## config.mk

```make
export PLATFORM = sky130hd
export DESIGN_NAME = execute_stage
export DESIGN_NICKNAME = d
export VERILOG_FILES = /design/src/rtl/exec_pkg.sv /design/src/rtl/exec_alu.sv /design/src/rtl/execute_stage.sv
export SDC_FILE = /design/constraint.sdc
export NUM_CORES = 2
export LEC_CHECK = 0
export CORE_ASPECT_RATIO = 1.25
export CORE_MARGIN = 2
export CORE_UTILIZATION = 35
export CTS_CLUSTER_DIAMETER = 30
export CTS_CLUSTER_SIZE = 12
export DETAILED_ROUTE_END_ITERATION = 8
export PLACE_DENSITY_LB_ADDON = 0.3
export SYNTH_ARGS = -nofsm -noshare
export SYNTH_HDL_FRONTEND = slang
export SYNTH_HIERARCHICAL = 1
export SYNTH_SLANG_ARGS = --single-unit
```

## constraint.sdc

```tcl
create_clock -name i_clk -period 17.9 [get_ports i_clk]
set_clock_uncertainty 0.15 [all_clocks]
set_input_delay 3.58 -clock i_clk [delete_from_list [all_inputs] [get_ports i_clk]]
set_output_delay 3.58 -clock i_clk [all_outputs]
set_load 0.02 [all_outputs]
```

## src/rtl/exec_pkg.sv

```systemverilog
// Shared encodings for the execute stage: ALU op classes, ALU controls and funct fields.
package exec_pkg;
    localparam int XLEN_DEFAULT = 64;

    localparam logic [1:0] ALUOP_ADD   = 2'b00;
    localparam logic [1:0] ALUOP_SUB   = 2'b01;
    localparam logic [1:0] ALUOP_RTYPE = 2'b10;

    typedef enum logic [3:0] {
        ADD, SUB, SLL, SLT, SLTU, XOR, SRL, SRA, OR, AND
    } alu_ctrl_t;

    localparam logic [2:0] F3_ADD_SUB = 3'b000;
    localparam logic [2:0] F3_SLL     = 3'b001;
    localparam logic [2:0] F3_SLT     = 3'b010;
    localparam logic [2:0] F3_SLTU    = 3'b011;
    localparam logic [2:0] F3_XOR     = 3'b100;
    localparam logic [2:0] F3_SRL_SRA = 3'b101;
    localparam logic [2:0] F3_OR      = 3'b110;
    localparam logic [2:0] F3_AND     = 3'b111;
    localparam logic [2:0] F3_BEQ     = 3'b000;
    localparam logic [2:0] F3_BNE     = 3'b001;

    localparam logic [6:0] F7_BASE = 7'h00;
    localparam logic [6:0] F7_ALT  = 7'h20;
endpackage

```

## src/rtl/exec_alu.sv

```systemverilog
// Combinational ALU: one result per alu_ctrl_t, plus a zero flag used for branch compares.
module exec_alu
    import exec_pkg::*;
#(
    parameter int XLEN = XLEN_DEFAULT
) (
    input  alu_ctrl_t         ctrl,
    input  logic [XLEN-1:0]   a,
    input  logic [XLEN-1:0]   b,
    output logic [XLEN-1:0]   result,
    output logic              zero
);
    localparam int SHW = $clog2(XLEN);

    logic [SHW-1:0] shamt;
    assign shamt = b[SHW-1:0];

    always_comb begin
        result = '0;
        case (ctrl)
            ADD:  result = a + b;
            SUB:  result = a - b;
            SLL:  result = a << shamt;
            SLT:  result = {{(XLEN-1){1'b0}}, $signed(a) < $signed(b)};
            SLTU: result = {{(XLEN-1){1'b0}}, a < b};
            XOR:  result = a ^ b;
            SRL:  result = a >> shamt;
            SRA:  result = $signed(a) >>> shamt;
            OR:   result = a | b;
            AND:  result = a & b;
            default: result = '0;
        endcase
    end

    assign zero = (result == '0);
endmodule

```

## src/rtl/execute_stage.sv

```systemverilog
// EX stage: ALU, branch resolution with wrong-path squash, and the EX/MEM pipeline register.
module execute_stage
    import exec_pkg::*;
#(
    parameter int XLEN         = XLEN_DEFAULT,
    parameter int SHADOW_SLOTS = 2
) (
    input  logic              i_clk,
    input  logic              i_rst_n,
    input  logic              i_valid,
    input  logic              i_stall,
    input  logic [31:0]       i_instruction,
    input  logic [XLEN-1:0]   i_pc,
    input  logic [XLEN-1:0]   i_rs1_value,
    input  logic [XLEN-1:0]   i_rs2_value,
    input  logic [XLEN-1:0]   i_immediate,
    input  logic [1:0]        i_alu_op,
    input  logic              i_alu_src,
    input  logic              i_branch,
    input  logic              i_mem_write,
    input  logic              i_mem_read,
    input  logic              i_mem_to_reg,
    input  logic              i_reg_write,
    output logic              o_valid,
    output logic [XLEN-1:0]   o_alu_result,
    output logic [XLEN-1:0]   o_store_data,
    output logic [4:0]        o_rd_index,
    output logic              o_mem_write,
    output logic              o_mem_read,
    output logic              o_mem_to_reg,
    output logic              o_reg_write,
    output logic              o_branch_taken,
    output logic [XLEN-1:0]   o_branch_target,
    output logic              o_illegal
);
    logic [2:0]      funct3;
    logic [6:0]      funct7;
    logic [XLEN-1:0] op_b;
    logic [XLEN-1:0] alu_res;
    logic            alu_zero;
    alu_ctrl_t       ctrl;
    logic            rtype_bad;
    logic            alu_bad;
    logic            br_bad;
    logic            br_cond;
    logic            accept;
    logic            keep_ctrl;
    logic [1:0]      squash_cnt;

    assign funct3 = i_instruction[14:12];
    assign funct7 = i_instruction[31:25];
    assign op_b   = i_alu_src ? i_immediate : i_rs2_value;

    // Opcode and rs fields are resolved upstream; only funct/rd matter here.
    logic unused_instr;
    assign unused_instr = ^{i_instruction[24:15], i_instruction[6:0]};

    always_comb begin
        ctrl      = ADD;
        rtype_bad = 1'b0;
        case (i_alu_op)
            ALUOP_ADD: ctrl = ADD;
            ALUOP_SUB: ctrl = SUB;
            ALUOP_RTYPE: begin
                case (funct3)
                    F3_ADD_SUB: begin
                        ctrl      = (funct7 == F7_ALT) ? SUB : ADD;
                        rtype_bad = (funct7 != F7_BASE) && (funct7 != F7_ALT);
                    end
                    F3_SRL_SRA: begin
                        ctrl      = (funct7 == F7_ALT) ? SRA : SRL;
                        rtype_bad = (funct7 != F7_BASE) && (funct7 != F7_ALT);
                    end
                    default: begin
                        case (funct3)
                            F3_SLL:  ctrl = SLL;
                            F3_SLT:  ctrl = SLT;
                            F3_SLTU: ctrl = SLTU;
                            F3_XOR:  ctrl = XOR;
                            F3_OR:   ctrl = OR;
                            default: ctrl = AND;
                        endcase
                        rtype_bad = (funct7 != F7_BASE);
                    end
                endcase
            end
            default: ctrl = ADD;
        endcase
        // Branches always compare A against B through the subtractor's zero flag.
        if (i_branch) ctrl = SUB;
    end

    exec_alu #(.XLEN(XLEN)) u_alu (
        .ctrl   (ctrl),
        .a      (i_rs1_value),
        .b      (op_b),
        .result (alu_res),
        .zero   (alu_zero)
    );

    assign alu_bad   = (i_alu_op == 2'b11) || ((i_alu_op == ALUOP_RTYPE) && rtype_bad);
    assign br_bad    = i_branch && (funct3 != F3_BEQ) && (funct3 != F3_BNE);
    assign br_cond   = i_branch && ((funct3 == F3_BEQ) ? alu_zero :
                                    (funct3 == F3_BNE) ? !alu_zero : 1'b0);
    assign accept    = i_valid && !i_stall && (squash_cnt == 2'd0);
    assign keep_ctrl = accept && (i_alu_op != 2'b11);

    always_ff @(posedge i_clk) begin
        if (!i_rst_n) begin
            o_valid         <= 1'b0;
            o_alu_result    <= '0;
            o_store_data    <= '0;
            o_rd_index      <= '0;
            o_mem_write     <= 1'b0;
            o_mem_read      <= 1'b0;
            o_mem_to_reg    <= 1'b0;
            o_reg_write     <= 1'b0;
            o_branch_taken  <= 1'b0;
            o_branch_target <= '0;
            o_illegal       <= 1'b0;
            squash_cnt      <= 2'd0;
        end else if (!i_stall) begin
            o_valid        <= accept;
            o_mem_write    <= keep_ctrl && i_mem_write;
            o_mem_read     <= keep_ctrl && i_mem_read;
            o_mem_to_reg   <= keep_ctrl && i_mem_to_reg;
            o_reg_write    <= keep_ctrl && i_reg_write && !i_branch;
            o_branch_taken <= accept && br_cond;
            o_illegal      <= accept && (alu_bad || br_bad);
            // Only real instructions consume a shadow slot; bubbles leave it alone.
            if (i_valid && squash_cnt != 2'd0)
                squash_cnt <= squash_cnt - 2'd1;
            if (accept) begin
                o_alu_result    <= alu_bad ? '0 : alu_res;
                o_store_data    <= i_rs2_value;
                o_rd_index      <= i_instruction[11:7];
                o_branch_target <= i_pc + i_immediate;
                if (br_cond)
                    squash_cnt <= 2'(SHADOW_SLOTS);
            end
        end
    end
endmodule

```

# Word level (Yosys, flattened, before mapping)
# Cells that the tools add are included.
# Widths: inputs -> output; s select.
classes:
  n_eq_ne: 22
  muxes: 16
  bitwise_logic: 4
  reduce_logical: 30
  n_lt_le_gt_ge: 2
  shifts: 3
  n_addsub: 4
ops:
  columns: ["op", "count"]
  rows:
  - ["$pmux 64 s10", 1]
  - ["$add 64x64->64", 2]
  - ["$lt 64x64->1", 2]
  - ["$mux 64", 2]
  - ["$and 64x64->64", 1]
  - ["$logic_not 64->1", 1]
  - ["$or 64x64->64", 1]
  - ["$shl 64x6->64", 1]
  - ["$shr 64x6->64", 1]
  - ["$sshr 64x6->64", 1]
  - ["$sub 64x64->64", 1]
  - ["$xor 64x64->64", 1]
  - ["$pmux 4 s5", 1]
  - ["$eq 4x3->1 const B", 4]
  - ["$logic_and 1x1->1", 16]
  - ["$pmux 4 s2", 2]
  - ["$eq 3x3->1 const B", 3]
  - ["$eq 4x2->1 const B", 2]
  - ["$eq 4x4->1 const B", 2]
  - ["$eq 7x6->1 const B", 1]
  - ["$ne 7x6->1 const B", 1]
  - ["$reduce_bool 7->1", 1]
  - ["$eq 3x2->1 const B", 2]
  - ["$mux 1", 6]
  - ["19 further kinds", 25]
totals:
  input_bits: 300
  register_bits: 206
  word_cells: 93
  out_inout_bits: 204

# Logic depth before layout (Yosys ltp)
depth:
  ltp_word: 14
  depth_mapped: 26
  depth_no_buf: 21

# Hierarchy
# The synthesis kept the hierarchy.
by_module_without_submodules:
  columns: ["mod", "area_each_um2", "instances", "seq_area_each_um2", "cells_per_inst"]
  rows:
  - ["exec_alu", 22084.9, 1, 0.0, 3173]
  - ["execute_stage", 11770.0, 1, 4124.0, 1500]

# Worst setup path after synthesis
# Ideal clock, no wire load.
synth_timing:
  path_kind: "input -> register"
  start: "in i_alu_src"
  end: "reg squash_cnt[0]"
  setup_slack_ns: 7.202
  required_ns: 17.635
  n_path_buf: 8
  path_stages: 25
  setup_ns: 0.116
  arrival_ns: 10.432
  path_cell_list: "clkbuf_1 > clkbuf_1 > mux2_2 > clkinv_1 > buf_1 > clkbuf_1 > buf_2 > buf_1 > buf_2 > ha_1 > clkbuf_1 > a21oi_1 > a211oi_1 > a211oi_1 > nor3_1 > nor3_1 > o21ai_0 > a211o_1 > or4b_2 > nor4_1 > nand4_1 > nor3_1 > xor2_1 > nand4_1 > and3_1"
synth_between:
  elab_chain_cells: 10
  word_cells_on_any_way: 19
  classes_between: "2 x add/sub; 2 x order compare; 3 x shift; 6 x mux; 3 x bitwise; 3 x reduce/logical"
synth_rtl:
  columns: ["element", "line_no", "text"]
  rows:
  - ["start, declared", "execute_stage.sv:18", "input logic i_alu_src,"]
  - ["$mux 64 (*)", "execute_stage.sv:52", "assign op_b = i_alu_src ? i_immediate : i_rs2_value;"]
  - ["via op_b[3]", "execute_stage.sv:38", "logic [XLEN-1:0] op_b;"]
  - ["$sub 64x64->64, or another cell as far along", "exec_alu.sv:22", "SUB: result = a - b;"]
  - ["$pmux 64 s10 (*)", "exec_alu.sv:20", "case (ctrl)"]
  - ["via alu_res[40]", "execute_stage.sv:39", "logic [XLEN-1:0] alu_res;"]
  - ["$logic_not 64->1 (*)", "exec_alu.sv:35", "assign zero = (result == '0);"]
  - ["via alu_zero", "execute_stage.sv:40", "logic alu_zero;"]
  - ["$logic_not 1->1", "execute_stage.sv:104", "(funct3 == F3_BNE) ? !alu_zero : 1'b0);"]
  - ["$mux 1", "execute_stage.sv:104", null]
  - ["$mux 1 (*)", "execute_stage.sv:103", "assign br_cond = i_branch && ((funct3 == F3_BEQ) ? alu_zero :"]
  - ["$logic_and 1x1->1 (*)", "execute_stage.sv:103", null]
  - ["$mux 2 (*)", "execute_stage.sv:138", "if (br_cond)"]
  - ["$mux 2 (*)", "execute_stage.sv:133", "if (accept) begin"]
  - ["end signal, assigned", "execute_stage.sv:132", "squash_cnt <= squash_cnt - 2'd1;"]
  - ["end signal, assigned", "execute_stage.sv:139", "squash_cnt <= 2'(SHADOW_SLOTS);"]
  - ["end, declared", "execute_stage.sv:48", "logic [1:0] squash_cnt;"]
# The timed path passes the listed nets; every way through them passes the cells marked *.
# A chain may end at the register's enable or synchronous reset.

# Final worst setup path
# Same ends and word-level chain as after synthesis.

==> metrics list <==
- Worst-case setup slack after placement: between 5000 and 6000 ps
* Count of endpoints failing hold in the final timing report: 0
- Traced cell by cell, the critical path runs through buf_4 -> mux2_2 -> inv_4 -> buf_4 -> ha_1 -> o21ai_0 -> a2111oi_2 -> nor2_1 -> a211oi_1 -> o21ai_0 -> o21ai_0 -> a32oi_1 -> or2_2 -> nor3b_1 -> nand4_1 -> nor3_1 -> xor2_1 -> nand4_1 -> and3_1.
- Detailed routing inserted a total of 42370 vias.
* Biggest cell delay along the critical path: 950 ps
- Via/cell ratio: approximately 6.7
- Number of synthesized flops with an enable pin: 0
* Fillers: 10120
- CTS placed an instance of sky130_fd_sc_hd__clkbuf_16 at the clock tree root.
- TritonCTS built the clock tree.
* Clock network latency to the later pin of the worst-skew pair: 630 ps
- Synthesis instantiated slightly above 100 different standard cells from the library.
- Detailed placement ended at an HPWL of between 150000 and 200000 um.
- Leakage: around 16 nW
* Remaining antenna violation count: 0
- For this run, the detailed router's first-pass iteration total came to 8.
- The flow ran to the end, and the final reports show no timing, DRC or antenna violations.
* Most used standard cell by instance count after synthesis: sky130_fd_sc_hd__nand2_1
* Floorplan die height: 351.7 um
* Synth Instances: 4673
- The worst setup path is launched from a primary input.
- The clock passes through at most 3 buffers.
- Largest net degree at the start of global routing: approximately 110
- Cell area after technology mapping: 33850 um2
- Placed cell count: between 6000 and 7000
- During synthesis, Yosys emitted a total of 6 warnings.
- Most repeated library cell on the critical path: sky130_fd_sc_hd__o21ai_0
- Top cell types by occurrence after synthesis: 584 x sky130_fd_sc_hd__nand2_1, 444 x sky130_fd_sc_hd__a21oi_1, 391 x sky130_fd_sc_hd__nor2_1
* Post-synthesis area per instance: 7.245 um2
* Kind of path behind the tightest hold check: register to register
- Number of buffers added by the clock tree synthesis step: 54
- Once layout is done, the placed cells without fillers occupy 42060 um2.
- Buffers added to address setup during post-CTS repair amount to 0.
* Summed negative setup slack over all endpoints: 0 ps
- Kind of cell adding the most delay to the critical path: compound AO/OA/AOI/OAI gates
* Starting DRT DRC Count: 4794
- Port-buffer cells: 486
- Total number of H-tree levels: 2
* Number of global-route vias before repair: 40100
* Final weighted congestion in routability-driven placement: 1.084
- The floorplan has roughly 130 rows.
- Maximum clock rate: around 86 MHz
- Counting both buffers and inverters, the worst setup path holds a total of 3.
- Final non-filler cell total: 6334
* Net count of the mapped netlist: 5236
- The clock net in this run drives a total of 206 sinks.
- Largest registers: o_alu_result (64), o_branch_target (64), o_store_data (64)
* Hold-fix buffer count after cts: 0
- Number of cells upsized or downsized after cts: 0
- Share of the core filled with cells in the final layout: 0.4383
* Yosys top cell area share: 0.1218
- Dividing the final minimum period by the clock period gives 0.6468.
* Total Die Area: 99250 um2
- Count of state elements after synthesis: just over 200
- Register-to-Register Path Depth: 7
* Share of final-layout standard cells stronger than drive strength 1: 0.1159
- The tool flagged a number of max-cap violations equal to 0.
* Worst hold path cell count: 2
- Max VDD drop: 0.0001163 V
* Area added between synthesis and finish: 24.24%
- In the post-route analysis, the smallest setup slack over all paths is 6321 ps.
- Worst Path Arrival: 11960 ps
- The worst setup path is captured at a register.
- For this design the ratio of total power to cell area is 74.56 nW/um2.
- Of all flip-flops after synthesis, the portion carrying an async set or reset was 0.
- After detailed routing, the number of remaining DRC violations is 0.
* Register area share after synthesis: 0.1218
- By area the synthesized netlist is led by sky130_fd_sc_hd__dfxtp_1 12%, sky130_fd_sc_hd__ha_1 9.6%, sky130_fd_sc_hd__mux4_2 8.3%, sky130_fd_sc_hd__a21oi_1 6.6%, sky130_fd_sc_hd__nand2_1 6.5%.
* Global-route wire length before repair: 300900 um
- Initial core utilization: 0.3527
- Per-cell routed wire length: 34.40 um
- Slew Limit Headroom: 0.01939
* Cell area after placement: 40030 um2
- Setup repair after global routing left no endpoint under its margin.
- Global routing usage summed across all routing layers: 0.4223
* Die width: 282.2 um
* Global route overflow: 0
* Core box area: 95980 um2
- Required time at the endpoint of the critical path: around 18000 ps
- Clock-pin slew was measured on the worst setup and hold paths at 50 ps.
* Post-synthesis cell type with the largest combined area: sky130_fd_sc_hd__dfxtp_1
- The net count of the finished layout is 5547.
- The final max-slew violation count is 0.
- Main flop type after synthesis: sky130_fd_sc_hd__dfxtp_1
* Worst setup path class: primary input to register
- During I/O placement, the number of pins put on the boundary was 504.
- Setup violations remaining at the end of the flow were counted as 0.
- Counting buffers and inverters, the worst setup path is 19 cells deep.
- Final Routed Wirelength: 217900 um
* Library cell contributing the largest single delay on the critical path: sky130_fd_sc_hd__a2111oi_2
- Transition time at the pin with the least slew margin: roughly 1500 ps
- The number of antenna violations at the first check in global routing came to 16.
- In this run the worst path has a maximum fanout of between 60 and 70.
- Fin crit period: 11580 ps
power breakdown:
part / internal [W] / switching, W / total [W]
combinational: 0.000537 / 0.00104 / 0.00158
sequential: 0.000490 / 0.0000162 / 0.000506
clock: 0.000710 / 0.000344 / 0.00105
stage by stage:
| stage | hold slack [ps] | total power, W |
|---|---|---|
| final | 299.7 | 0.003136 |
| after global routing | 314.6 | 0.003233 |
| after CTS | 298.9 | 0.003090 |
| after detailed placement | 294.3 | 0.002019 |
| after global placement | 288.5 | 0.002019 |
| after floorplan | 380.2 | 0.001396 |
cell type report:
| class | count | area (um2) | area share |
|---|---|---|---|
| Antenna cell | 14 | 35.03 | 0.0008329 |
| Sequential cell | 206 | 4124 | 0.09804 |
| Timing Repair Buffer | 616 | 5876 | 0.1397 |
| Tap cell | 1290 | 1614 | 0.03837 |
| Clock inverter | 33 | 478.0 | 0.01136 |
| Inverter | 233 | 883.3 | 0.02100 |
| Clock buffer | 69 | 1508 | 0.03584 |
| Multi-Input combinational cell | 3873 | 27550 | 0.6549 |
worst reg2reg max path, stage by stage, from the launching register on:
cell and delay [ps]:
sky130_fd_sc_hd__dfxtp_1 290, sky130_fd_sc_hd__inv_1 80, sky130_fd_sc_hd__ha_1 190, sky130_fd_sc_hd__and3b_4 740, sky130_fd_sc_hd__nand2_1 730, sky130_fd_sc_hd__a221oi_1 440, sky130_fd_sc_hd__a21oi_1 110, sky130_fd_sc_hd__a21oi_1 130
cells by family after synthesis:
| logic type | count (synthesis) | synth area share |
|---|---|---|
| AOI/OAI and AO/OA | 1547 | 0.3021 |
| xor gates and xnor gates | 76 | 0.01966 |
| adders and majority gates | 263 | 0.09786 |
| buffers and inverters | 594 | 0.06870 |
| DFF | 206 | 0.1218 |
| muxes | 406 | 0.1713 |
| and+or+nand+nor | 1581 | 0.2186 |
cells in the final DEF, fill, tap and decap left out, drive strengths merged, types with 72 or more instances in the layout:
cell	count
nand2	584
a21oi	445
o21ai	272
a211oi	73
buf	131
clkdlybuf4s50	485
nand3	114
inv	229
mux2	138
nand4	72
mux2i	143
dfxtp	206
nor2	391
ha	260
mux4	125
nor3	114
a22oi	99
final timing paths:
path,endpoint,slack (ps),from
setup / recovery,squash_cnt[0],6320,i_alu_src
hold / removal,o_rd_index[0],300,o_rd_index[0]
setup reg to reg,o_branch_target[62],14950,squash_cnt[0]
hold reg to reg,o_rd_index[0],300,o_rd_index[0]
metal layers:
layer	global-route usage	share of wire	vias up
li1	-	-	18210
met1	0.4607	0.35	20370
met2	0.6674	0.44	2827
met3	0.1126	0.10	939
met4	0.3902	0.11	20
met5	0	0.00063	-
No activity file was read; power rests on OpenSTA's default activity.
